$ cat src/rtl/arm_imm_pkg.sv
// arm_imm_pkg: shared types and constants for the rotated-immediate encoder.
package arm_imm_pkg;
    localparam int ROT_STEPS = 16;
    localparam int IMM_W     = 8;
    localparam int ROT_W     = 4;

    typedef enum logic [1:0] {
        IDLE,
        SEARCH,
        DONE
    } state_t;
endpackage

$ cat src/rtl/arm_imm_rot_check.sv
// arm_imm_rot_check: tests one rotate candidate by rotating the value left by 2*r.
module arm_imm_rot_check
    import arm_imm_pkg::*;
(
    input  logic [31:0]      value,
    input  logic [ROT_W-1:0] r,
    output logic             hit,
    output logic [IMM_W-1:0] imm8
);
    logic [5:0]  sh;
    logic [31:0] rot;

    // A shift by 32 yields zero, so r=0 collapses to the plain value.
    assign sh   = {1'b0, r, 1'b0};
    assign rot  = (value << sh) | (value >> (6'd32 - sh));
    assign hit  = rot[31:IMM_W] == '0;
    assign imm8 = rot[IMM_W-1:0];
endmodule

$ cat src/rtl/arm_imm_encoder.sv
// arm_imm_encoder: finds the canonical {rotate, imm8} operand2 encoding of a 32-bit constant.
module arm_imm_encoder #(
    parameter int CHECKS_PER_CYCLE = 1
) (
    input  logic        clk,
    input  logic        rst_b,
    input  logic        req_valid,
    input  logic [31:0] req_value,
    output logic        req_ready,
    output logic        resp_valid,
    input  logic        resp_ready,
    output logic        resp_found,
    output logic [3:0]  resp_rotate,
    output logic [7:0]  resp_imm8,
    output logic [11:0] resp_field
);
    import arm_imm_pkg::*;

    localparam int C = CHECKS_PER_CYCLE;

    state_t                      state, next_state;
    logic [ROT_W-1:0]            cnt, cnt_d;
    logic [31:0]                 val, val_d;
    logic                        found, found_d;
    logic [ROT_W-1:0]            rot, rot_d;
    logic [IMM_W-1:0]            imm, imm_d;
    logic [C-1:0]                hits;
    logic [C-1:0][IMM_W-1:0]     imms;
    logic [C-1:0][ROT_W-1:0]     cands;
    logic                        any_hit;
    logic [ROT_W-1:0]            hit_rot;
    logic [IMM_W-1:0]            hit_imm;
    logic                        last;

    for (genvar g = 0; g < C; g++) begin : g_chk
        assign cands[g] = cnt + ROT_W'(g);
        arm_imm_rot_check u_chk (
            .value(val),
            .r    (cands[g]),
            .hit  (hits[g]),
            .imm8 (imms[g])
        );
    end

    // Walk from the highest lane down so the lowest hitting candidate wins.
    always_comb begin
        any_hit = 1'b0;
        hit_rot = '0;
        hit_imm = '0;
        for (int i = C - 1; i >= 0; i--) begin
            if (hits[i]) begin
                any_hit = 1'b1;
                hit_rot = cands[i];
                hit_imm = imms[i];
            end
        end
    end

    assign last = ({1'b0, cnt} + 5'(C)) == 5'(ROT_STEPS);

    always_comb begin
        next_state = state;
        cnt_d      = cnt;
        val_d      = val;
        found_d    = found;
        rot_d      = rot;
        imm_d      = imm;
        case (state)
            IDLE: begin
                if (req_valid) begin
                    val_d      = req_value;
                    cnt_d      = '0;
                    next_state = SEARCH;
                end
            end
            SEARCH: begin
                if (any_hit) begin
                    found_d    = 1'b1;
                    rot_d      = hit_rot;
                    imm_d      = hit_imm;
                    next_state = DONE;
                end else if (last) begin
                    found_d    = 1'b0;
                    rot_d      = '0;
                    imm_d      = '0;
                    next_state = DONE;
                end else begin
                    cnt_d = cnt + ROT_W'(C);
                end
            end
            DONE: begin
                if (resp_ready) next_state = IDLE;
            end
            default: next_state = IDLE;
        endcase
    end

    always_ff @(posedge clk or negedge rst_b) begin
        if (!rst_b) begin
            state <= IDLE;
            cnt   <= '0;
            val   <= '0;
            found <= 1'b0;
            rot   <= '0;
            imm   <= '0;
        end else begin
            state <= next_state;
            cnt   <= cnt_d;
            val   <= val_d;
            found <= found_d;
            rot   <= rot_d;
            imm   <= imm_d;
        end
    end

    assign req_ready   = state == IDLE;
    assign resp_valid  = state == DONE;
    assign resp_found  = found;
    assign resp_rotate = rot;
    assign resp_imm8   = imm;
    assign resp_field  = {rot, imm};
endmodule

$ cat config.mk
export PLATFORM = sky130hd
export DESIGN_NAME = arm_imm_encoder
export DESIGN_NICKNAME = d
export VERILOG_FILES = /design/src/rtl/arm_imm_pkg.sv /design/src/rtl/arm_imm_rot_check.sv /design/src/rtl/arm_imm_encoder.sv
export SDC_FILE = /design/constraint.sdc
export NUM_CORES = 1
export LEC_CHECK = 0
export ABC_AREA = 1
export CAP_MARGIN = 20
export CELL_PAD_IN_SITES_DETAIL_PLACEMENT = 1
export CELL_PAD_IN_SITES_GLOBAL_PLACEMENT = 1
export CORE_ASPECT_RATIO = 0.75
export CORE_MARGIN = 1
export CORE_UTILIZATION = 36
export DETAILED_ROUTE_END_ITERATION = 16
export HOLD_SLACK_MARGIN = 0.06
export PLACE_DENSITY_LB_ADDON = 0.05
export REMOVE_ABC_BUFFERS = 1
export SYNTH_ARGS = -nofsm -noshare
export SYNTH_HDL_FRONTEND = slang
export SYNTH_HIERARCHICAL = 1
export SYNTH_SLANG_ARGS = --single-unit
$ cat constraint.sdc
create_clock -name clk -period 2.9 [get_ports clk]
set_input_delay 0.435 -clock clk [delete_from_list [all_inputs] [get_ports clk]]
set_output_delay 0.435 -clock clk [all_outputs]
set_load 0.05 [all_outputs]
==> reports/qor.yml, run 1 <==
place:
  dp_slack_ns: 0.122
  portBuffers: 62
  gp_congestion: 0.853
  dpl.hpwl_mm: 10.5
drt:
  wirelength_mm: 13.7
  route.detailed.drc: 0
  vias: 4357
  wl_per_cell_um: 16.9
  vias_per_cell: 5.36
  firstDrtPassIters: 5
  antenna_left: 0
  drt_iter0_markers: 274
layout:
  areaGrowthSynthToFinish_pct: 18.4
  fin_nets: 688
  diodes: 0
  fill_cells: 1484
  drive_above_1_share: 0.126
  final_core_util: 0.438
global_routing:
  grt_pass1_wl_mm: 21.9
  overflow: 0
  grt_pass1_vias: 4178
  grt_util_all_layers: 0.231
  antenna_found_initial: 0
  grt_max_degree: 39
setup_path:
  start_kind: "flop"
  crit_cells: 18
  arrival_ns: 2.81
  crit_slowest_cell: "dfrtp_1"
  cp_data_required_time_ns: 3.10
  crit_chain: "inv_4 -> ha_1 -> buf_8 -> nand3_1 -> nand2_1 -> nand2_1 -> nand2_1 -> nand2_1 -> nor2_1 -> nand3_1 -> nand2_1 -> nand2_1 -> a21oi_4 -> inv_1 -> nand3_1 -> inv_1 -> nand2_1 -> nand2_1"
  critPathTopFamily: "simple AND/OR/NAND/NOR gates"
  crit_type: "flop to flop"
  path_common_cell: "nand2_1"
  critical_path.max_stage_delay_ns: 0.42
  reg2reg_depth: 18
  cp_max_fo: 26
  crit_path_end_kind: "flop"
  path_buf_inv: 4
sta:
  clock.fmax_ghz: 0.383
  tns_ns: 0
  fin_worst_skew_ns: 0.0101
  report.final.setup_viol: 0
  worstMarginPinSlew_ns: 0.606
  period_share: 0.901
  rsz0062_at_grt: "no"
  setup_slack_ns: 0.286
  min_period_ns: 2.61
  slew_headroom: 0.596
  timing_hold_violations_final: 0
  final-max-slew-violation-count: 0
power:
  netSwitchingPower_uw: 4050
  p_sw_frac: 0.565
  power.leakage_uw: 0.00248
  p_seq_frac: 0.174
  peakVddDrop_uv: 562
  p_per_area_nw_per_um2: 1420
  power.share.clock: 0.087
  combPwrFrac: 0.738
  internal-power_uw: 3120
  total_power_uw: 7170
synthesis:
  postSynth.asyncResetShare: 1.00
  yosys.area.top_type: "dfrtp_1"
  synth_seq_cells: 51
  synth-seq-area-share: 0.299
  ys_types: 32
  netlist.area_leader.share: 0.299
  yosysMostFrequentCell: "nand2_1"
  yosys_warnings: 6
  ys_top_cells_by_count: "nand2_1 (220), nand3_1 (135), dfrtp_1 (51)"
  synth_area_leaders: "dfrtp_1 (30%), nand2_1 (19%), nand3_1 (16%), mux2_4 (4.9%), mux2_2 (4.7%)"
  syn_inst: 612
  synth_edf_count: 0
  synthFlopType: "dfrtp_1"
  avgSynthCellArea_um2: 6.99
  syn-cell-area_um2: 4280
floorplan:
  num_io_pins: 63
  die_x_um: 128
  core.rowCount: 34
  start_util: 0.369
  die_area_um2: 12300
  core_region_area_um2: 11600
  chipHeight_um: 96.4
cts:
  htreeDepth: 2
  insertion_delay_ns: 0.30
  cts_root_buf: "clkbuf_16"
  clk_path_buf_depth: 2
  numCtsBuffers: 5
  cts_resized: 0
  post_cts_buffers: 0
  cts_sinks: 51
  clkTransAtPathRegs_ns: 0.08
  holdBufCountCts: 0
  cts_tree: "yes"
run_status:
  status: "finished, final reports clean"
job:
  maxCapViolCount: 0
worst_hold_path:
  hold_path.class: "input port to asynchronous set/reset pin"
worst register-to-register path: cells and delay by family (launching register included):
| family | cells | cell delay, ns |
|---|---|---|
| compound gates | 1 | 0.19 |
| fa+ha+maj | 1 | 0.38 |
| buf+inv | 4 | 0.42 |
| flops | 1 | 0.42 |
| simple gates | 12 | 1.08 |
per-stage QoR:
| step | area (um2) | hold WS [ns] | instances |
|---|---|---|---|
| floorplan | 3940 | 0.139 | 567 |
| global placement | 4880 | 0.471 | 805 |
| detailed placement | 4880 | 0.486 | 805 |
| CTS | 5030 | 0.157 | 813 |
| global route | 5060 | 0.178 | 813 |
| finish | 5060 | 0.131 | 813 |
sequential cells by signal (all words and copies together) (netlist names):
register and count:
state 2, cnt 4, resp_rotate 4, val 32, resp_imm8 8, resp_found 1
cell usage in the layout, fill, tap and decap left out, drive strengths merged:
cell type	count
or2	1
and2	6
o2111ai	2
clkbuf	5
xnor2	1
ha	2
dfrtp	51
inv	19
buf	15
nand4	10
clkinv	2
clkdlybuf4s50	61
nor2	25
a21oi	1
mux2	32
o21ai	23
o311ai	1
nand2	236
clkinvlp	2
o211ai	14
nand3	135
and3	1
xor2	1
o31ai	1
nor3	4
kinds of logic (layout without fill, tap and decap cells):
group                    Yosys count  in the layout  share of synthesized area
AO/OA/AOI/OAI                     42             42                     0.0615
multiplexers                      32             32                     0.0966
AND/OR/NAND/NOR                  418            418                      0.433
adder cells (fa/ha/maj)            2              2                    0.00585
buffers and inverters             65            104                     0.0963
flip-flops                        51             51                      0.299
XOR/XNOR                           2              2                    0.00849
power by group through the flow:
stage               sequential (uW)  combinational (uW)  clock [uW]
floorplan                      1330                3530           0
global placement               1250                5100           0
detailed placement             1260                5160           0
CTS                            1250                5190         647
global route                   1290                5900         676
finish                         1250                5290         627
worst paths after layout:
path                             from          to  slack [ns]
min                             rst_b     val[29]        0.13
min reg2reg                resp_found  resp_found        0.52
max reg2reg                    cnt[0]      cnt[0]        0.29
max                            cnt[0]      cnt[0]        0.29
max in group asynchronous       rst_b      val[0]        1.96
min in group clk           resp_found  resp_found        0.52
cell type report:
type / count / area (um2) / area share
multi-input cells: 496 / 2610 / 0.514
flip-flops and latches: 51 / 1280 / 0.252
repair buffers: 76 / 741 / 0.146
well taps: 162 / 203 / 0.0400
clock buffers: 5 / 125 / 0.0247
inverters: 20 / 88.8 / 0.0175
clock inverters: 3 / 25.0 / 0.00494
per-layer routing:
layer	up-vias	wire [um]	global-route usage	share of wire
met4	0	133	0.0539	0.0097
li1	2121	-	-	-
met1	2131	6930	0.324	0.50
met5	-	0	0	0
met3	12	507	0.0297	0.037
met2	93	6170	0.377	0.45
Power figures use the tool's default switching activity.
==> run 2: changes to the inputs <==
- TNS_END_PERCENT: unset -> 50
==> run 2 against run 1 <==
Against the previous run: critical path depth is the same; clock-buffer cell count is the same; combinational power shrank 0.8%; clock power is essentially flat; sequential share of layout area grew 0.069 points.
==> reports/qor.yml, run 2 (synthesis gave the netlist of run 1 again) <==
setup_path:
  arrival_ns: 2.86  # +0.05 ns
  start_kind: "flop"
  crit_type: "flop to flop"
  cp_max_fo: 25  # -3.8%
  crit_path_end_kind: "flop"
  path_common_cell: "nand2_1"
  critical_path.max_stage_delay_ns: 0.42  # about the same
  crit_slowest_cell: "dfrtp_1"
  crit_chain: "inv_4 -> ha_1 -> inv_4 -> nand3_1 -> nand2_1 -> nand2_1 -> nand2_1 -> nand2_1 -> nor2_1 -> nand3_1 -> nand2_1 -> nand2_1 -> a21oi_2 -> inv_1 -> nand3_1 -> inv_1 -> nand2_1 -> nand2_1"
  cp_data_required_time_ns: 3.10  # about the same
cts:
  cts_resized: 0  # unchanged
  cts_root_buf: "clkbuf_16"
  clk_path_buf_depth: 2  # unchanged
  cts_tree: "yes"
  clkTransAtPathRegs_ns: 0.08  # about the same
  htreeDepth: 2  # unchanged
  holdBufCountCts: 0  # unchanged
  cts_sinks: 51  # unchanged
  numCtsBuffers: 5  # unchanged
  insertion_delay_ns: 0.30  # about the same
  post_cts_buffers: 0  # unchanged
power:
  internal-power_uw: 3100  # -0.54%
  p_seq_frac: 0.176  # +0.002
  total_power_uw: 7130  # -0.58%
  p_sw_frac: 0.564  # about the same
  power.share.clock: 0.088  # about the same
  combPwrFrac: 0.736  # -0.002
  power.leakage_uw: 0.00247  # about the same
  peakVddDrop_uv: 609  # +8.3%
  netSwitchingPower_uw: 4020  # -0.60%
  p_per_area_nw_per_um2: 1410  # -0.30%
layout:
  diodes: 0  # unchanged
  drive_above_1_share: 0.126  # unchanged
  final_cell_mix: "nand2_1 (218), nand3_1 (135), clkdlybuf4s50_1 (61)"
  fill_cells: 1489  # +0.34%
  stdcell_count: 813  # unchanged
  mostFrequentLayoutCell: "nand2_1"
  finalInstanceArea_um2: 5050  # -0.27%
  areaGrowthSynthToFinish_pct: 18.1
  largest_register_ffs: 32  # unchanged
  register_area_um2: 1280  # unchanged
  fin_nets: 688  # unchanged
  top_register: "val"
  multi_input_area_um2: 2600  # -0.29%
sta:
  worstMarginPinSlew_ns: 0.606  # +0.000396 ns
  final-max-slew-violation-count: 0  # unchanged
  slew_headroom: 0.596  # about the same
  timing_hold_violations_final: 0  # unchanged
  period_share: 0.919  # +0.0174
  fin_worst_skew_ns: 0.00898  # -0.00110 ns
  clock.fmax_ghz: 0.375  # -1.9%
  min_period_ns: 2.66  # +0.0504 ns
  rsz0062_at_grt: "yes"
  setup_slack_ns: 0.236  # -0.0504 ns
  report.final.setup_viol: 0  # unchanged
job:
  maxCapViolCount: 0  # unchanged
floorplan:
  core.rowCount: 34  # unchanged
  core_region_area_um2: 11600  # unchanged
  chipHeight_um: 96.4  # unchanged
  die_x_um: 128  # unchanged
  num_io_pins: 63  # unchanged
  start_util: 0.369  # unchanged
  die_area_um2: 12300  # unchanged
place:
  dpl.hpwl_mm: 10.5  # unchanged
  placed_cell_area_um2: 4880  # unchanged
  placedCellCount: 805  # unchanged
  portBuffers: 62  # unchanged
  gp_congestion: 0.853  # unchanged
  dp_slack_ns: 0.122  # unchanged
global_routing:
  grt_util_all_layers: 0.231  # unchanged
  antenna_found_initial: 0  # unchanged
  overflow: 0  # unchanged
  grt_max_degree: 39  # unchanged
  grt_pass1_wl_mm: 21.9  # unchanged
  grt_pass1_vias: 4178  # unchanged
drt:
  antenna_left: 0  # unchanged
  firstDrtPassIters: 4  # -1
  vias_per_cell: 5.31  # -0.83%
  route.detailed.drc: 0  # unchanged
  wl_per_cell_um: 16.9  # -0.22%
  wirelength_mm: 13.7  # -0.22%
  drt_iter0_markers: 252  # -8.0%
  vias: 4321  # -0.83%
worst_hold_path:
  hold_path.class: "input port to asynchronous set/reset pin"
run_status:
  status: "finished, final reports clean"
## run 2: cell count changes in the layout (fill, tap and decap cells not counted)
cell     previous run  this run
inv_6               1         0
a21oi_4             1         0
inv_4               2         3
buf_6               0         1
buf_8               1         0
a21oi_2             0         1
## run 2: layer usage
layer,track usage,up-vias,routed length [um]
met5,0,-,0
met4,0.0539,0,133
met3,0.0297,12,472
met2,0.377,77,6180
met1,0.324,2107,6930
li1,-,2125,-
## run 2: through the flow
step                utilization  setup TNS (ns)  hold WS (ns)
finish                    0.436               0         0.132
global route              0.436         -0.0804         0.178
CTS                       0.435               0         0.157
detailed placement        0.422               0         0.486
global placement          0.422               0         0.471
floorplan                     -          -17.83         0.139
## run 2: worst max-delay path, delay by kind of cell (launching register included)
kind | cells | cell delay, ns
buffers and inverters | 4 | 0.45
AOI/OAI and AO/OA | 1 | 0.23
DFF | 1 | 0.42
adders and majority gates | 1 | 0.34
and+or+nand+nor | 12 | 1.09
## run 2: area by class of cell
class	count	share of cell area
tap	162	0.0401
multi-input combinational	496	0.514
clock buffer	5	0.0248
clock inverter	3	0.00496
timing repair buffer	76	0.146
inverter	20	0.0171
sequential	51	0.253
## run 2: power by group through the flow
stage | Combinational (uW) | Clock [uW] | Sequential, uW
after floorplan | 3530 | 0 | 1330
final | 5250 | 627 | 1250
after CTS | 5190 | 647 | 1250
after detailed placement | 5160 | 0 | 1260
after global placement | 5100 | 0 | 1250
after global routing | 5860 | 676 | 1290
## run 2: final timing paths
check                           start          to  slack [ns]  cells past startpoint
max                            cnt[0]      cnt[0]        0.24                     18
min                             rst_b     val[29]        0.13                      1
max reg2reg                    cnt[0]      cnt[0]        0.24                     18
min reg2reg                resp_found  resp_found        0.52                      2
max in group asynchronous       rst_b      val[0]        1.97                      2
min in group clk           resp_found  resp_found        0.52                      2
==> run 3: changes to the inputs <==
- CORE_UTILIZATION: 36 -> 43
- CTS_BUF_LIST: unset -> sky130_fd_sc_hd__clkbuf_2
- DONT_BUFFER_PORTS: unset -> 1
==> run 3 against run 2 <==
Against the previous run: clock-buffer cell count stayed put; first-iteration DRC count is 24% higher; non-clock buffer count is 27 lower; sequential share of layout area is 2.1 points higher.
==> reports/qor.yml, run 3 (synthesis gave the netlist of run 1 again) <==
sta:
  final-max-slew-violation-count: 0  # unchanged
  report.final.setup_viol: 0  # unchanged
  tns_ns: 0  # unchanged
  timing_hold_violations_final: 0  # unchanged
  holdWs_ns: 0.394  # +0.262 ns
  rsz0062_at_grt: "no"
  slew_headroom: 0.368  # -0.228
  min_period_ns: 2.65  # -0.0149 ns
  period_share: 0.913  # -0.00515
  worstMarginPinSlew_ns: 0.944  # +0.338 ns
  fin_worst_skew_ns: 0.0304  # +0.0214 ns
  clock.fmax_ghz: 0.377  # +0.56%
setup_path:
  critPathTopFamily: "simple AND/OR/NAND/NOR gates"
  cp_data_required_time_ns: 3.33  # +0.23 ns
  crit_path_end_kind: "flop"
  path_common_cell: "nand2_1"
  start_kind: "flop"
  arrival_ns: 3.08  # +0.22 ns
  crit_type: "flop to flop"
  critical_path.max_stage_delay_ns: 0.47  # +0.05 ns
  cp_max_fo: 26  # +4.0%
  r2r_slack_ns: 0.25  # about the same
  path_buf_inv: 2  # -2
  crit_start: "cnt[0]"
  crit_slowest_cell: "dfrtp_1"
  crit_chain: "inv_4 -> ha_1 -> buf_8 -> nand3_1 -> nand2_1 -> nand2_1 -> nor3_1 -> nand2_1 -> nand3_1 -> nand2_1 -> a21oi_2 -> nand2_4 -> nand3_1 -> o21ai_0"
  r2r-start: "cnt[0]"
cts:
  insertion_delay_ns: 0.50  # +0.20 ns
  numCtsBuffers: 5  # unchanged
  clk_path_buf_depth: 2  # unchanged
  cts_sinks: 51  # unchanged
  cts_root_buf: "clkbuf_2"
  clkTransAtPathRegs_ns: 0.31  # +0.23 ns
  htreeDepth: 2  # unchanged
  cts_tree: "yes"
floorplan:
  die_area_um2: 10300  # -16%
  chipHeight_um: 88.4  # -8.3%
  core.rowCount: 31  # -8.8%
  start_util: 0.443  # +0.0732
  die_x_um: 117  # -8.4%
  num_io_pins: 63  # unchanged
  core_region_area_um2: 9660  # -17%
drt:
  drt_iter0_markers: 312  # +24%
  wl_per_cell_um: 17.9  # +6.4%
  wl_met3_um: 869  # +84%
  highest_layer: "met4"
  firstDrtPassIters: 5  # +1
  wirelength_mm: 13.6  # -1.1%
  vias_per_cell: 5.71  # +7.5%
  met2WireLength_mm: 6.12  # -0.95%
  route.detailed.drc: 0  # unchanged
  wirelength_met1_mm: 6.44  # -7.1%
  antenna_left: 0  # unchanged
  vias: 4320  # -0.023%
global_routing:
  antenna_found_initial: 0  # unchanged
  grt_util_all_layers: 0.277  # +0.0462
  grt_pass1_vias: 4260  # +2.0%
  grt_pass1_wl_mm: 21.8  # -0.82%
  overflow: 0  # unchanged
  grt_max_degree: 52  # +33%
layout:
  final_core_util: 0.483  # +0.0471
  largest_register_ffs: 32  # unchanged
  mostFrequentLayoutCell: "nand2_1"
  fin_nets: 661  # -3.9%
  fill_cells: 1269  # -15%
  drive_above_1_share: 0.130  # +0.00385
  areaGrowthSynthToFinish_pct: 9.22
  top_register: "val"
  final_cell_mix: "nand2_1 (219), nand3_1 (134), dfrtp_1 (51)"
  diodes: 0  # unchanged
run_status:
  status: "finished, final reports clean"
place:
  dpl.hpwl_mm: 9.80  # -6.5%
  gp_congestion: 0.865  # +1.5%
  portBuffers: 0  # -100%
job:
  maxCapViolCount: 0  # unchanged
worst_hold_path:
  hold_path.class: "input port to asynchronous set/reset pin"
## run 3: changes by cell type in the layout (fill, tap and decap cells not counted), sizes merged
cell / before / now
clkdlybuf4s50: 61 / 0
clkinv: 2 / 3
clkinvlp: 2 / 1
dlygate4sd3: 0 / 34
## run 3: layer usage
metal / track usage / up-vias
li1: - / 2074
met1: 0.383 / 2098
met2: 0.436 / 135
met3: 0.0610 / 13
met4: 0.0725 / 0
met5: 0 / -
## run 3: repair_timing
item	4_1_cts	5_1_grt
buffers inserted	0	0
endpoints found under the hold margin	84	0
hold buffers	35	0
resized for setup	0	7
endpoints found under the setup margin	0	18
## run 3: path summary, 6_finish.rpt
kind,to,cells past startpoint
min in group clk,val[13],1
worst max-delay path,resp_rotate[3],14
worst max register to register,resp_rotate[3],14
worst min register to register,val[13],1
worst min-delay path,val[29],2
max in group asynchronous,val[13],2
## run 3: worst register-to-register path, delay by kind of cell (launching register included)
family | cells | cell delay [ns]
and+or+nand+nor | 9 | 1.11
DFF | 1 | 0.47
adders and majority gates | 1 | 0.40
AOI/OAI and AO/OA | 2 | 0.34
buffers and inverters | 2 | 0.27
## run 3: metrics by stage
step	instances	area, um2	worst slack [ns]
2_1_floorplan	567	3940	-0.980
3_3_place_gp	713	4230	0.257
3_5_place_dp	713	4230	0.114
4_1_cts	756	4650	0.0856
5_1_grt	756	4670	0.0467
6_report	756	4670	0.251
## run 3: area by class of cell
type                            instances  area (um2)  area share
Inverter                               20        85.1      0.0182
Clock inverter                          3        25.0     0.00536
Multi-Input combinational cell        496        2600       0.557
Timing Repair Buffer                   49         493       0.106
Sequential cell                        51        1280       0.273
Tap cell                              132         165      0.0354
Clock buffer                            5        25.0     0.00536
Power of run 3 is not shown: default switching activity piles up to over one toggle a cycle in this logic, so the estimate is an artifact.
